## src/rtl/rl_ram_1r1w_reader_if.sv

```systemverilog
// Burst stream carrying RAM words out of the reader: valid/ready handshake plus last-beat marker.
// master drives the beat, slave drives ready.
interface rl_ram_1r1w_reader_if #(
  parameter int DBITS = 32
);
  logic             valid;
  logic [DBITS-1:0] data;
  logic             last;
  logic             ready;

  modport master (output valid, output data, output last, input ready);
  modport slave  (input valid, input data, input last, output ready);
endinterface

```

## src/rtl/rl_ram_1r1w_reader.sv

```systemverilog
// Burst reader: walks a 1-cycle-latency RAM from start_addr for len words into a 2-deep stream FIFO.
// First beat 3 cycles after start; reads throttle so buffered + in-flight words never exceed 2.
module rl_ram_1r1w_reader #(
  parameter int ABITS = 10,
  parameter int DBITS = 32
) (
  input  logic             clk_i,
  input  logic             rst_ni,
  input  logic             start_i,
  input  logic [ABITS-1:0] start_addr_i,
  input  logic [ABITS:0]   len_i,
  output logic             busy_o,
  output logic             done_o,
  output logic             re_o,
  output logic [ABITS-1:0] raddr_o,
  input  logic [DBITS-1:0] rdata_i,
  rl_ram_1r1w_reader_if.master m_if
);

  localparam logic [1:0] IDLE  = 2'd0;
  localparam logic [1:0] ISSUE = 2'd1;
  localparam logic [1:0] DRAIN = 2'd2;

  logic [1:0]       state_q, state_d;
  logic [ABITS-1:0] raddr_q, raddr_d;
  logic [ABITS:0]   issue_left_q, issue_left_d;
  logic [ABITS:0]   beat_left_q, beat_left_d;
  logic             done_q, done_d;
  logic             inflight_q;
  logic [DBITS-1:0] fifo_q [2];
  logic             wr_ptr_q, rd_ptr_q;
  logic [1:0]       count_q;

  logic             push_w, pop_w, re_w;
  logic [2:0]       occ_w;

  // A read issued last cycle lands in the FIFO now, so in-flight words count against the 2 slots.
  assign push_w = inflight_q;
  assign pop_w  = (count_q != 2'd0) && m_if.ready;
  assign occ_w  = {1'b0, count_q} + {2'b0, inflight_q} - {2'b0, pop_w};
  assign re_w   = (state_q == ISSUE) && (occ_w < 3'd2);

  always_comb begin
    state_d      = state_q;
    raddr_d      = raddr_q;
    issue_left_d = issue_left_q;
    beat_left_d  = beat_left_q;
    done_d       = 1'b0;

    case (state_q)
      IDLE: begin
        if (start_i) begin
          if (len_i != '0) begin
            state_d      = ISSUE;
            raddr_d      = start_addr_i;
            issue_left_d = len_i;
            beat_left_d  = len_i;
          end else begin
            done_d = 1'b1;
          end
        end
      end
      ISSUE: begin
        if (re_w) begin
          raddr_d      = raddr_q + 1'b1;
          issue_left_d = issue_left_q - 1'b1;
          if (issue_left_q == {{ABITS{1'b0}}, 1'b1}) begin
            state_d = DRAIN;
          end
        end
      end
      default: begin
      end
    endcase

    if ((state_q != IDLE) && pop_w) begin
      beat_left_d = beat_left_q - 1'b1;
      if (beat_left_q == {{ABITS{1'b0}}, 1'b1}) begin
        state_d = IDLE;
        done_d  = 1'b1;
      end
    end
  end

  always_ff @(posedge clk_i) begin
    if (!rst_ni) begin
      state_q      <= IDLE;
      raddr_q      <= '0;
      issue_left_q <= '0;
      beat_left_q  <= '0;
      done_q       <= 1'b0;
      inflight_q   <= 1'b0;
      fifo_q[0]    <= '0;
      fifo_q[1]    <= '0;
      wr_ptr_q     <= 1'b0;
      rd_ptr_q     <= 1'b0;
      count_q      <= 2'd0;
    end else begin
      state_q      <= state_d;
      raddr_q      <= raddr_d;
      issue_left_q <= issue_left_d;
      beat_left_q  <= beat_left_d;
      done_q       <= done_d;
      inflight_q   <= re_w;
      if (push_w) begin
        fifo_q[wr_ptr_q] <= rdata_i;
        wr_ptr_q         <= ~wr_ptr_q;
      end
      if (pop_w) begin
        rd_ptr_q <= ~rd_ptr_q;
      end
      count_q <= count_q + {1'b0, push_w} - {1'b0, pop_w};
    end
  end

  assign busy_o     = (state_q != IDLE);
  assign done_o     = done_q;
  assign re_o       = re_w;
  assign raddr_o    = raddr_q;
  assign m_if.valid = (count_q != 2'd0);
  assign m_if.data  = fifo_q[rd_ptr_q];
  assign m_if.last  = (count_q != 2'd0) && (beat_left_q == {{ABITS{1'b0}}, 1'b1});

endmodule

```

## src/flat_wrapper.sv

```systemverilog
// flat-port wrapper written by rule: the top's interface ports become plain ports
module rl_ram_1r1w_reader_flat 
#(
  parameter int ABITS = 10,
  parameter int DBITS = 32
)
  (clk_i, rst_ni, start_i, start_addr_i, len_i, busy_o, done_o, re_o, raddr_o, rdata_i, m_if_valid, m_if_data, m_if_last, m_if_ready);
  rl_ram_1r1w_reader_if #(.DBITS(DBITS)) m_if_i ();
  input  logic clk_i;
  input  logic rst_ni;
  input  logic start_i;
  input  logic [ABITS-1:0] start_addr_i;
  input  logic [ABITS:0] len_i;
  output logic busy_o;
  output logic done_o;
  output logic re_o;
  output logic [ABITS-1:0] raddr_o;
  input  logic [DBITS-1:0] rdata_i;
  output wire logic [$bits(m_if_i.valid)-1:0] m_if_valid;
  output wire logic [$bits(m_if_i.data)-1:0] m_if_data;
  output wire logic [$bits(m_if_i.last)-1:0] m_if_last;
  input wire logic [$bits(m_if_i.ready)-1:0] m_if_ready;
  assign m_if_valid = m_if_i.valid;
  assign m_if_data = m_if_i.data;
  assign m_if_last = m_if_i.last;
  assign m_if_i.ready = m_if_ready;
  rl_ram_1r1w_reader #(.ABITS(ABITS), .DBITS(DBITS)) u_core (.clk_i(clk_i), .rst_ni(rst_ni), .start_i(start_i), .start_addr_i(start_addr_i), .len_i(len_i), .busy_o(busy_o), .done_o(done_o), .re_o(re_o), .raddr_o(raddr_o), .rdata_i(rdata_i), .m_if(m_if_i));
endmodule
```

## config.mk

```make
export PLATFORM = sky130hd
export DESIGN_NAME = rl_ram_1r1w_reader_flat
export DESIGN_NICKNAME = d
export VERILOG_FILES = /design/src/rtl/rl_ram_1r1w_reader_if.sv /design/src/rtl/rl_ram_1r1w_reader.sv /design/src/flat_wrapper.sv
export SDC_FILE = /design/constraint.sdc
export NUM_CORES = 1
export LEC_CHECK = 0
export ABC_AREA = 1
export CORE_MARGIN = 8
export CORE_UTILIZATION = 47
export DETAILED_ROUTE_END_ITERATION = 10
export PLACE_DENSITY = 0.82
export SLEW_MARGIN = 25
export SYNTH_ARGS = -nofsm -noshare
export SYNTH_HDL_FRONTEND = slang
export SYNTH_SLANG_ARGS = --single-unit
```

## constraint.sdc

```tcl
create_clock -name clk_i -period 2.4 [get_ports clk_i]
set_clock_uncertainty 0.1 [all_clocks]
set_input_delay 0.36 -clock clk_i [delete_from_list [all_inputs] [get_ports clk_i]]
set_output_delay 0.36 -clock clk_i [all_outputs]
set_load 0.02 [all_outputs]
```

==> results.ini <==
[worst_setup_path]
critical_path.max_fanout = 2
crit_top_cell = inv_2
slowest_stage = fa_2
path_buf_inv = 5
reg2reg_from = u_core.count_q[1]
required_ps = 1940
slowest_delay_ps = 430
arrival_ps = 2180
crit_family = adder cells
crit_type = flop to output pin
path_cells = inv_2, nand2_4, nand2_4, inv_4, ha_4, inv_2, ha_4, fa_2, a21oi_2, nand3_2, inv_2, buf_6
end_kind = output pin
startpoint = u_core.count_q[1]
cp-start-kind = flop

[die]
ioPinCount = 104
row_count = 39
core_sq_mm = 0.0113
dieArea_sq_mm = 0.0151
die_width_microns = 123
die_h_microns = 123
start_util_pct = 47.7

[grt]
grt_max_degree = 33
grt_overflow = 0
antenna_found_initial = 0
grt_pass1_vias = 4566
grt_pass1_wl_microns = 21800
groute.usage.overall_pct = 17.9

[clock_network]
htreeDepth = 3
cts.clk_slew.worst_paths_ps = 80
clk_path_buf_depth = 2
clkLatencyLatePin_ps = 340
cts_tree = yes
cts_made_buffers = 9
cts_root_buf = clkbuf_16
cts.sinks = 105

[synthesis]
yosys.cell_count.top_type = nand2_1
synth_top_cell_area_share_pct = 35.8
synthCells = 633
synth_nets = 698
synth-main-ff-cell = edfxtp_1
yosys-top-cells-area = edfxtp_1 36%, dfxtp_1 15%, nand2_1 8.7%
yosys.area.top_type = edfxtp_1
yosys_warnings = 0
async_reset_ff_share_pct = 0
synth_commonest_cells = 125 x nand2_1, 119 x nor2_1, 75 x inv_1
synth_cell_types = 39
synth_edf_count = 64
ys_ff_latch = 105
synth_area_sq_mm = 0.00537
syn_area_per_cell_sq_um = 8.49
ys_seq_area_share_pct = 51.0

[min_path]
hold_class = flop to flop
hp-start = u_core.rd_ptr_q

[finish]
syn_to_final_growth_pct = 32.9
drive_gt1_share_pct = 14.6
multi_input_area_sq_mm = 0.00230
fillers = 908
final_cell_count_no_fill = 901
seq_area_sq_mm = 0.00274
finalInstanceArea_sq_mm = 0.00714
nets = 818
diodes = 0

[timing]
fin_ws_ps = -242
max_freq_ghz = 0.378
tightest_slew_ps = 868
relSlewSlack_pct = 42.1
setup-violations-final = 22
maxSlewViolCount = 0
hold_slack_ps = 351
rsz0062_at_grt = true
period_share_pct = 110
finalHoldViolations = 0
fin_crit_ps = 2640

[detailed_routing]
vias_per_cell = 5.12
ant_nets = 0
first_iter_violations = 325
wl_microns = 13400
vias = 4614
drc_errors = 0
wire_per_inst_microns = 14.9
first_pass_iters = 5

[placed_design]
placement.cell_area_sq_mm = 0.00671
io_buffers = 103
place_ws_ps = -807
dpl.hpwl_microns = 9450
gp_congestion = 0.872
dp_cells = 877

[pwr]
ir_drop_mv = 0.450
power.total_w = 0.00604
power.leakage_nw = 3.07
power_density_mw_per_mm2 = 846

[run_status]
outcome = complete, but fails checks
violations = setup timing

[job]
drv_cap = 0

cells by family after synthesis:
| group | count (synthesis) | share of synthesized area [%] |
|---|---|---|
| AOI/OAI and AO/OA | 68 | 6.71 |
| buffers and inverters | 103 | 8.01 |
| xor gates and xnor gates | 2 | 0.326 |
| DFF | 105 | 51.0 |
| adders and majority gates | 8 | 2.00 |
| and+or+nand+nor | 315 | 25.2 |
| muxes | 32 | 6.71 |
worst reg2reg max path, cell delays in order, from the launching register on:
cell	delay, ps
dfxtp_2	330
inv_2	70
nand2_4	60
nand2_4	60
inv_4	40
ha_4	250
inv_2	40
ha_4	150
fa_2	430
a21oi_2	140
nand3_2	90
buf_4	170
nand2_8	90
nand2_8	70
bufbuf_16	280
nor2_1	100
nor2_1	50
where the power goes:
part           internal (W)  total [W]  switching, W  leakage (nW)
registers           0.00216    0.00232      0.000162          1.00
logic               0.00107    0.00231       0.00124          1.93
clock network      0.000723    0.00141      0.000690         0.136
total               0.00395    0.00604       0.00209          3.07
layout make-up:
type / instances / share of cell area [%]
tap: 143 / 2.51
timing repair buffer: 130 / 18.3
timing repair inverter: 2 / 0.245
clock inverter: 7 / 0.841
clock buffer: 9 / 3.15
multi-input combinational: 426 / 32.2
inverter: 79 / 4.29
sequential: 105 / 38.4
flip-flops by register name, indices dropped and copies added (netlist names), named ones only:
register	flops
u_core.count_q	2
u_core.issue_left_q	11
u_core.rd_ptr_q	1
u_core.state_q	2
u_core.inflight_q	1
u_core.fifo_q	64
u_core.wr_ptr_q	1
u_core.raddr_o	10
u_core.done_o	1
u_core.beat_left_q	11
worst paths after layout:
kind	to	slack, ps	cells past startpoint
setup / recovery	re_o	-240	12
hold / removal	flop	350	1
setup reg to reg	u_core.issue_left_q[4]	-200	16
hold reg to reg	flop	350	1
cell usage in the layout, fill, tap and decap left out, types with 4 or more instances in the layout:
cell,count
a21oi_1,31
a21oi_2,4
a31oi_1,4
buf_12,4
buf_4,22
clkbuf_16,9
clkdlybuf4s50_1,100
dfxtp_1,40
edfxtp_1,64
ha_1,5
inv_1,70
inv_2,7
inv_8,4
mux2_1,5
mux2_2,27
nand2_1,122
nand2_2,5
nand3_1,42
nand4_1,9
nor2_1,119
nor2_2,4
o21ai_0,18
o21ai_1,6
per-stage QoR:
stage,utilization (%),TNS [ps]
finish,63.4,-2670
global route,63.4,-5010
CTS,63.1,-3060
detailed placement,59.6,-12160
global placement,59.6,-10780
floorplan,-,-316
timing repair:
item / 4_1_cts / 5_1_grt
resized for setup: 17 / 5
setup endpoints to repair: 23 / 22
gates cloned: 4 / 0
pin swaps: 6 / 2
hold buffers: 0 / 0
setup buffers: 3 / 1
per-layer routing:
layer / vias up / share of wire (%) / routed length, microns / GRT usage (%)
li1: 2304 / - / - / -
met1: 2125 / 42 / 5640 / 22.0
met2: 167 / 49 / 6580 / 30.5
met3: 18 / 7.5 / 1010 / 3.97
met4: 0 / 1.2 / 163 / 6.40
met5: - / 0 / 0 / 0
No activity file was read; power rests on OpenSTA's default activity.
